**src/rtl/dii_packet_arbiter.sv**
```systemverilog
// Packet-atomic round-robin arbiter merging PORTS upstream DII channels onto one
// downstream channel. Define DII_ARB_STATS_EN to add per-port completed-packet counters.
module dii_packet_arbiter #(
  parameter int PORTS = 2,
  parameter int WIDTH = 16
) (
  input  logic                     clk,
  input  logic                     rst,
  input  logic [PORTS*WIDTH-1:0]   in_data,
  input  logic [PORTS-1:0]         in_first,
  input  logic [PORTS-1:0]         in_last,
  input  logic [PORTS-1:0]         in_valid,
  output logic [PORTS-1:0]         in_ready,
  output logic [WIDTH-1:0]         out_data,
  output logic                     out_first,
  output logic                     out_last,
  output logic                     out_valid,
  input  logic                     out_ready
`ifdef DII_ARB_STATS_EN
  ,
  output logic [PORTS*16-1:0]      pkt_count
`endif
);

  localparam int PW = $clog2(PORTS);

  typedef enum logic {
    ST_IDLE = 1'b0,
    ST_BUSY = 1'b1
  } state_t;

  state_t          r_state;
  state_t          w_state_next;
  logic [PW-1:0]   r_grant;
  logic [PW-1:0]   r_ptr;
  logic [PW-1:0]   w_grant_next;
  logic [PW-1:0]   w_ptr_next;
  logic [PW-1:0]   w_winner;
  logic [PW-1:0]   w_win_hi;
  logic [PW-1:0]   w_win_lo;
  logic            w_found_hi;
  logic            w_found_lo;
  logic            w_any_req;
  logic            w_xfer;
  logic            w_pkt_done;
  logic [WIDTH-1:0] w_port_data [PORTS];

  if (PORTS < 2 || PORTS > 16) begin : g_bad_ports
    $error("dii_packet_arbiter: PORTS must be in 2..16");
  end

  for (genvar gi = 0; gi < PORTS; gi++) begin : g_unpack
    assign w_port_data[gi] = in_data[gi*WIDTH +: WIDTH];
  end

  // Round-robin search: ports above ptr first, then wrap to ports at or below ptr,
  // so the last winner always ends up with the lowest priority.
  always_comb begin
    // NOTE: every always_comb output gets a default up front so no path infers a latch.
    w_found_hi = 1'b0;
    w_found_lo = 1'b0;
    w_win_hi   = '0;
    w_win_lo   = '0;
    for (int i = 0; i < PORTS; i++) begin
      if (!w_found_hi && in_valid[i] && (i > int'(r_ptr))) begin
        w_found_hi = 1'b1;
        w_win_hi   = PW'(i);
      end
      if (!w_found_lo && in_valid[i] && (i <= int'(r_ptr))) begin
        w_found_lo = 1'b1;
        w_win_lo   = PW'(i);
      end
    end
    w_any_req = w_found_hi | w_found_lo;
    w_winner  = w_found_hi ? w_win_hi : w_win_lo;
  end

  // Zero-latency datapath: the granted port is wired straight through while BUSY.
  always_comb begin
    out_data  = '0;
    out_first = 1'b0;
    out_last  = 1'b0;
    out_valid = 1'b0;
    in_ready  = '0;
    if (r_state == ST_BUSY) begin
      out_data          = w_port_data[r_grant];
      out_first         = in_first[r_grant];
      out_last          = in_last[r_grant];
      out_valid         = in_valid[r_grant];
      in_ready[r_grant] = out_ready;
    end
  end

  assign w_xfer     = (r_state == ST_BUSY) && in_valid[r_grant] && out_ready;
  assign w_pkt_done = w_xfer && in_last[r_grant];

  always_comb begin
    w_state_next = r_state;
    w_grant_next = r_grant;
    w_ptr_next   = r_ptr;
    case (r_state)
      ST_IDLE: begin
        if (w_any_req) begin
          w_state_next = ST_BUSY;
          w_grant_next = w_winner;
          w_ptr_next   = w_winner;
        end
      end
      ST_BUSY: begin
        // Grant is held through mid-packet valid gaps; only the last flit releases it.
        if (w_pkt_done) begin
          w_state_next = ST_IDLE;
        end
      end
      default: w_state_next = ST_IDLE;
    endcase
  end

  // ptr resets to PORTS-1 so the first arbitration after reset favours port 0.
  always_ff @(posedge clk) begin
    // NOTE: registered state uses non-blocking assignments so every flop samples pre-edge values.
    if (rst) begin
      r_state <= ST_IDLE;
      r_grant <= '0;
      r_ptr   <= PW'(PORTS - 1);
    end else begin
      r_state <= w_state_next;
      r_grant <= w_grant_next;
      r_ptr   <= w_ptr_next;
    end
  end

`ifdef DII_ARB_STATS_EN
  logic [15:0] r_pkt_count [PORTS];

  always_ff @(posedge clk) begin
    // NOTE: the counter array is architectural state visible on a port, so it is reset explicitly.
    if (rst) begin
      for (int i = 0; i < PORTS; i++) begin
        r_pkt_count[i] <= '0;
      end
    end else if (w_pkt_done) begin
      r_pkt_count[r_grant] <= r_pkt_count[r_grant] + 16'd1;
    end
  end

  for (genvar gc = 0; gc < PORTS; gc++) begin : g_count_out
    assign pkt_count[gc*16 +: 16] = r_pkt_count[gc];
  end
`endif

  a_ready_onehot: assert property (@(posedge clk) disable iff (rst) $onehot0(in_ready));
  a_valid_busy:   assert property (@(posedge clk) disable iff (rst) out_valid |-> (r_state == ST_BUSY));

endmodule
```
**config.mk**
```make
export PLATFORM = sky130hd
export DESIGN_NAME = dii_packet_arbiter
export DESIGN_NICKNAME = d
export VERILOG_FILES = /design/src/rtl/dii_packet_arbiter.sv
export SDC_FILE = /design/constraint.sdc
export NUM_CORES = 1
export LEC_CHECK = 0
export ABC_AREA = 1
export BUFFER_PORTS_ARGS = -buffer_cell sky130_fd_sc_hd__buf_2
export CAP_MARGIN = 40
export CORE_MARGIN = 2
export CORE_UTILIZATION = 34
export DETAILED_ROUTE_END_ITERATION = 8
export PLACE_DENSITY_LB_ADDON = 0.25
export REMOVE_ABC_BUFFERS = 1
export SYNTH_ARGS = -nofsm -noshare
export SYNTH_HDL_FRONTEND = slang
export SYNTH_SLANG_ARGS = --single-unit
```
**constraint.sdc**
```tcl
create_clock -name clk -period 2.9 [get_ports clk]
set_clock_uncertainty 0.15 [all_clocks]
set_input_delay 0.87 -clock clk [delete_from_list [all_inputs] [get_ports clk]]
set_output_delay 0.87 -clock clk [all_outputs]
set_load 0.02 [all_outputs]
```
# Word level (Yosys, flattened, before mapping)
# Cells that the tools add are included.
[totals]
ramBits = 0
latch_bits = 0
out_inout_bits = 21
input_bits = 41
rom_bits = 0
reg_bits = 3
mem_count = 0
[classes]
reduce_logical = 9
bitwise = 4
n_lt_le_gt_ge = 5
addsub = 0
shift = 0
eq_ne = 0
div = 0
muxes = 24
multipliers = 0
[ops]
columns = ["op", "n"]
rows = [
  ["$mux 16", 4],
  ["$mux 1", 17],
  ["$logic_and 1x1->1", 7],
  ["$and 2x2->2", 1],
  ["$ge 2x2->1 const B", 1],
  ["$lt 1x2->1 const B", 1],
  ["$mux 2", 1],
  ["$not 1->2", 1],
  ["$pmux 1 s2", 1],
  ["$reduce_and 2->1", 1],
  ["$demux 1 s1", 1],
  ["$ge 1x1->1 const B", 1],
  ["$gt 1x1->1 const A", 1],
  ["$le 1x1->1 const A", 1],
  ["$logic_not 1->1", 1],
  ["$not 1->1", 1],
  ["$or 1x1->1", 1],
]

# Longest topological paths before layout
[depth]
ltp_word = 8
mapped_depth = 5

# Worst setup path before layout
# OpenSTA, ideal clock, no wires.
[synth_timing]
path_type = "input port to output port"
from = "in in_valid[0]"
to = "out out_valid"
slack_ns = 0.586
stages = 4
required_ns = 1.880
t_arrival_ns = 1.294
path_cell_list = "inv_1 > nor2_1 > nor2_1 > nor2_1"
[synth_via]
elab_chain_cells = 3
[synth_lines]
columns = ["item", "line_no", "text"]
rows = [
  ["start: declaration", "12", "input logic [PORTS-1:0] in_valid,"],
  ["$mux 1 (implied by the code) (2 in a row)", "89", "out_valid = in_valid[r_grant];"],
  ["$mux 1", "85", "if (r_state == ST_BUSY) begin"],
  ["end: declaration", "17", "output logic out_valid,"],
]
# Every way passes these cells. The select of a mux whose other input is x is not followed.

# Worst setup path in the final report
[layout_timing]
from = "reg r_grant"
to = "out out_data[13]"
[layout_via]
elab_chain_cells = 5
[layout_lines]
columns = ["item", "line_no", "text"]
rows = [
  ["start: declaration", "34", "logic [PW-1:0] r_grant;"],
  ["start signal: assignment", "128", "r_grant <= w_grant_next;"],
  ["$not 1->2 (implied by the code)", "86", "out_data = w_port_data[r_grant];"],
  ["$mux 16 (implied by the code) (3 in a row)", "86", ""],
  ["$mux 16", "85", ""],
  ["end: declaration", "14", "output logic [WIDTH-1:0] out_data,"],
]
# Every way passes these cells. The select of a mux whose other input is x is not followed.

==> run_results.csv <==
group,metric,value,unit
synthesis,ys_types,15,
synthesis,ys_ff_latch,3,
sta,fin_tns_setup,0,ps
setup_path,cp-end-kind,"output port",
power,ir_worst_vdd,0.000238,V
synthesis,syn_area,510,um2
placed_design,placed_area,797,um2
power,p_per_area,329,nW/um2
run,cap_viol_max_count,0,
die,die_area,1830,um2
drt,drt-vias-per-instance,4.51,
clocking,cts_buffers,3,
clocking,cts-resized-gates,0,
clocking,clkLatencyLatePin,240,ps
sta,fmax,0.403,GHz
power,total_power,0.271,mW
synthesis,postSynthCellCount,86,
sta,slew_headroom,76.4,%
drt,wirelength,1.54,mm
sta,tightest_slew,353,ps
setup_path,critical_path_class,"flip-flop to output port",
setup_path,cp.arrival,1460,ps
sta,grt_setup_unrepaired,"no",
sta,fin_crit,2480,ps
finish,diodes,0,
drt,vias,735,
grt,antenna_found_initial,0,
drt,firstDrtPassIters,4,
grt,track_usage,18.4,%
die,io_pins,62,
finish,nNetsFinal,190,
die,core,1350,um2
grt,grt_pass1_vias,638,
clocking,cts_setup_buffers,0,
sta,post-route-period-util,85.6,%
finish,area_growth,61.3,%
setup_path,crit_required,1880,ps
drt,drcViolationCount,0,
die,floorplan.die.width,42.8,um
sta,finalHoldViolCount,0,
die,die_h,42.8,um
clocking,cts-root-buf,"clkbuf_4",
placed_design,numPortBuffers,61,
synthesis,yosysWarningCount,0,
synthesis,ys_seq_area_share,11.8,%
grt,grt_pass1_wl,2.57,mm
sta,drv_slew,0,
clocking,clock-sinks,3,
placed_design,gp_congestion,0.676,
power,p_leak,0.495,nW
finish,fin_area,823,um2
finish,drive_gt1_share,59.5,%
die,initial_core_util,37.8,%
status,outcome,"complete, no violations",
sta,fin_hold_ws,315,ps
clocking,clockBufferDepth,2,
drt,wl_per_cell,9.47,um
clocking,clkSlewWorstSetupHoldPaths,40,ps
sta,setup-violations-final,0,
drt,ant_nets,0,
grt,gr-total-overflow,0,
finish,final_common_cell,"buf_2",
grt,grt_max_degree,21,
worst_hold_path,hp-class,"flip-flop to flip-flop",
clocking,htree_levels,1,
setup_path,start_kind,"flip-flop",
drt,drtIter0Drc,9,
synthesis,syn_avg_cell_area,5.94,um2
die,rows,13,
clocking,hold_buffers,0,
clocking,cts_tree,"done",
finish,final_cell_mix,"buf_2 (61), nand2_1 (32), a21oi_1 (11)",
placed_design,dp_hpwl,1.22,mm
setup_path,path_max_fanout,15,
[layer usage]
| metal | wire length, um | global-route usage, % | up-vias |
|---|---|---|---|
| met3 | 111 | 4.68 | 3 |
| met4 | 16 | 11.9 | 0 |
| met1 | 593 | 20.4 | 307 |
| li1 | - | - | 395 |
| met2 | 822 | 30.6 | 30 |
| met5 | 0 | 0 | - |
[critical path: stages (launching register included)]
cell and delay [ps]:
dfxtp_1 520, buf_4 300, nand2_1 70, a21oi_1 140, buf_2 180
[per-stage QoR]
stage	setup slack, ps	utilization [%]	instances
4_1_cts	402	61.0	163
3_5_place_dp	460	59.0	159
5_1_grt	271	61.0	163
2_1_floorplan	369	-	81
6_report	418	61.0	163
3_3_place_gp	463	59.0	159
[registers in the layout (all words and copies together) (netlist names)]
signal / count
r_state: 1
r_ptr: 1
r_grant: 1
[logic make-up (layout without fill, tap and decap cells)]
kind of cell | after synthesis | count (layout) | share of synthesized area, %
flip-flops | 3 | 3 | 11.8
buffers and inverters | 12 | 74 | 15.4
AND/OR/NAND/NOR | 49 | 49 | 43.4
AO/OA/AOI/OAI | 22 | 22 | 29.4
[worst paths after layout]
kind                                     end  slack, ps  startpoint  depth (start not counted)
worst max-delay path            out_data[13]        420     r_grant                          4
worst max register to register       r_state       1470     r_grant                          5
worst min-delay path                   r_ptr        310       r_ptr                          2
worst min register to register         r_ptr        310       r_ptr                          2
[layout make-up]
cell class | instances | area, um2
flip-flops and latches | 3 | 60.1
inverters | 7 | 26.3
well taps | 15 | 18.8
multi-input cells | 71 | 372
fillers | 145 | 527
clock buffers | 4 | 26.3
repair buffers | 63 | 320
[Yosys cell counts (all sizes together)]
master   n  share of area, %
buf      5                10
inv      7               5.1
a21oi   20                26
nand3    2               2.0
nor2     4               2.9
o21bai   1               1.5
o21ai    1               1.7
nor3     2               3.9
nand2   41                35
dfxtp    3                12
[power breakdown]
part | leakage, nW | internal (mW) | switching [mW] | total [mW]
clock network | 0.0150 | 0.0517 | 0.0247 | 0.0764
logic | 0.455 | 0.0571 | 0.0878 | 0.145
registers | 0.0250 | 0.0454 | 0.00387 | 0.0493
total | 0.495 | 0.154 | 0.116 | 0.271
Power figures use the tool's default switching activity.
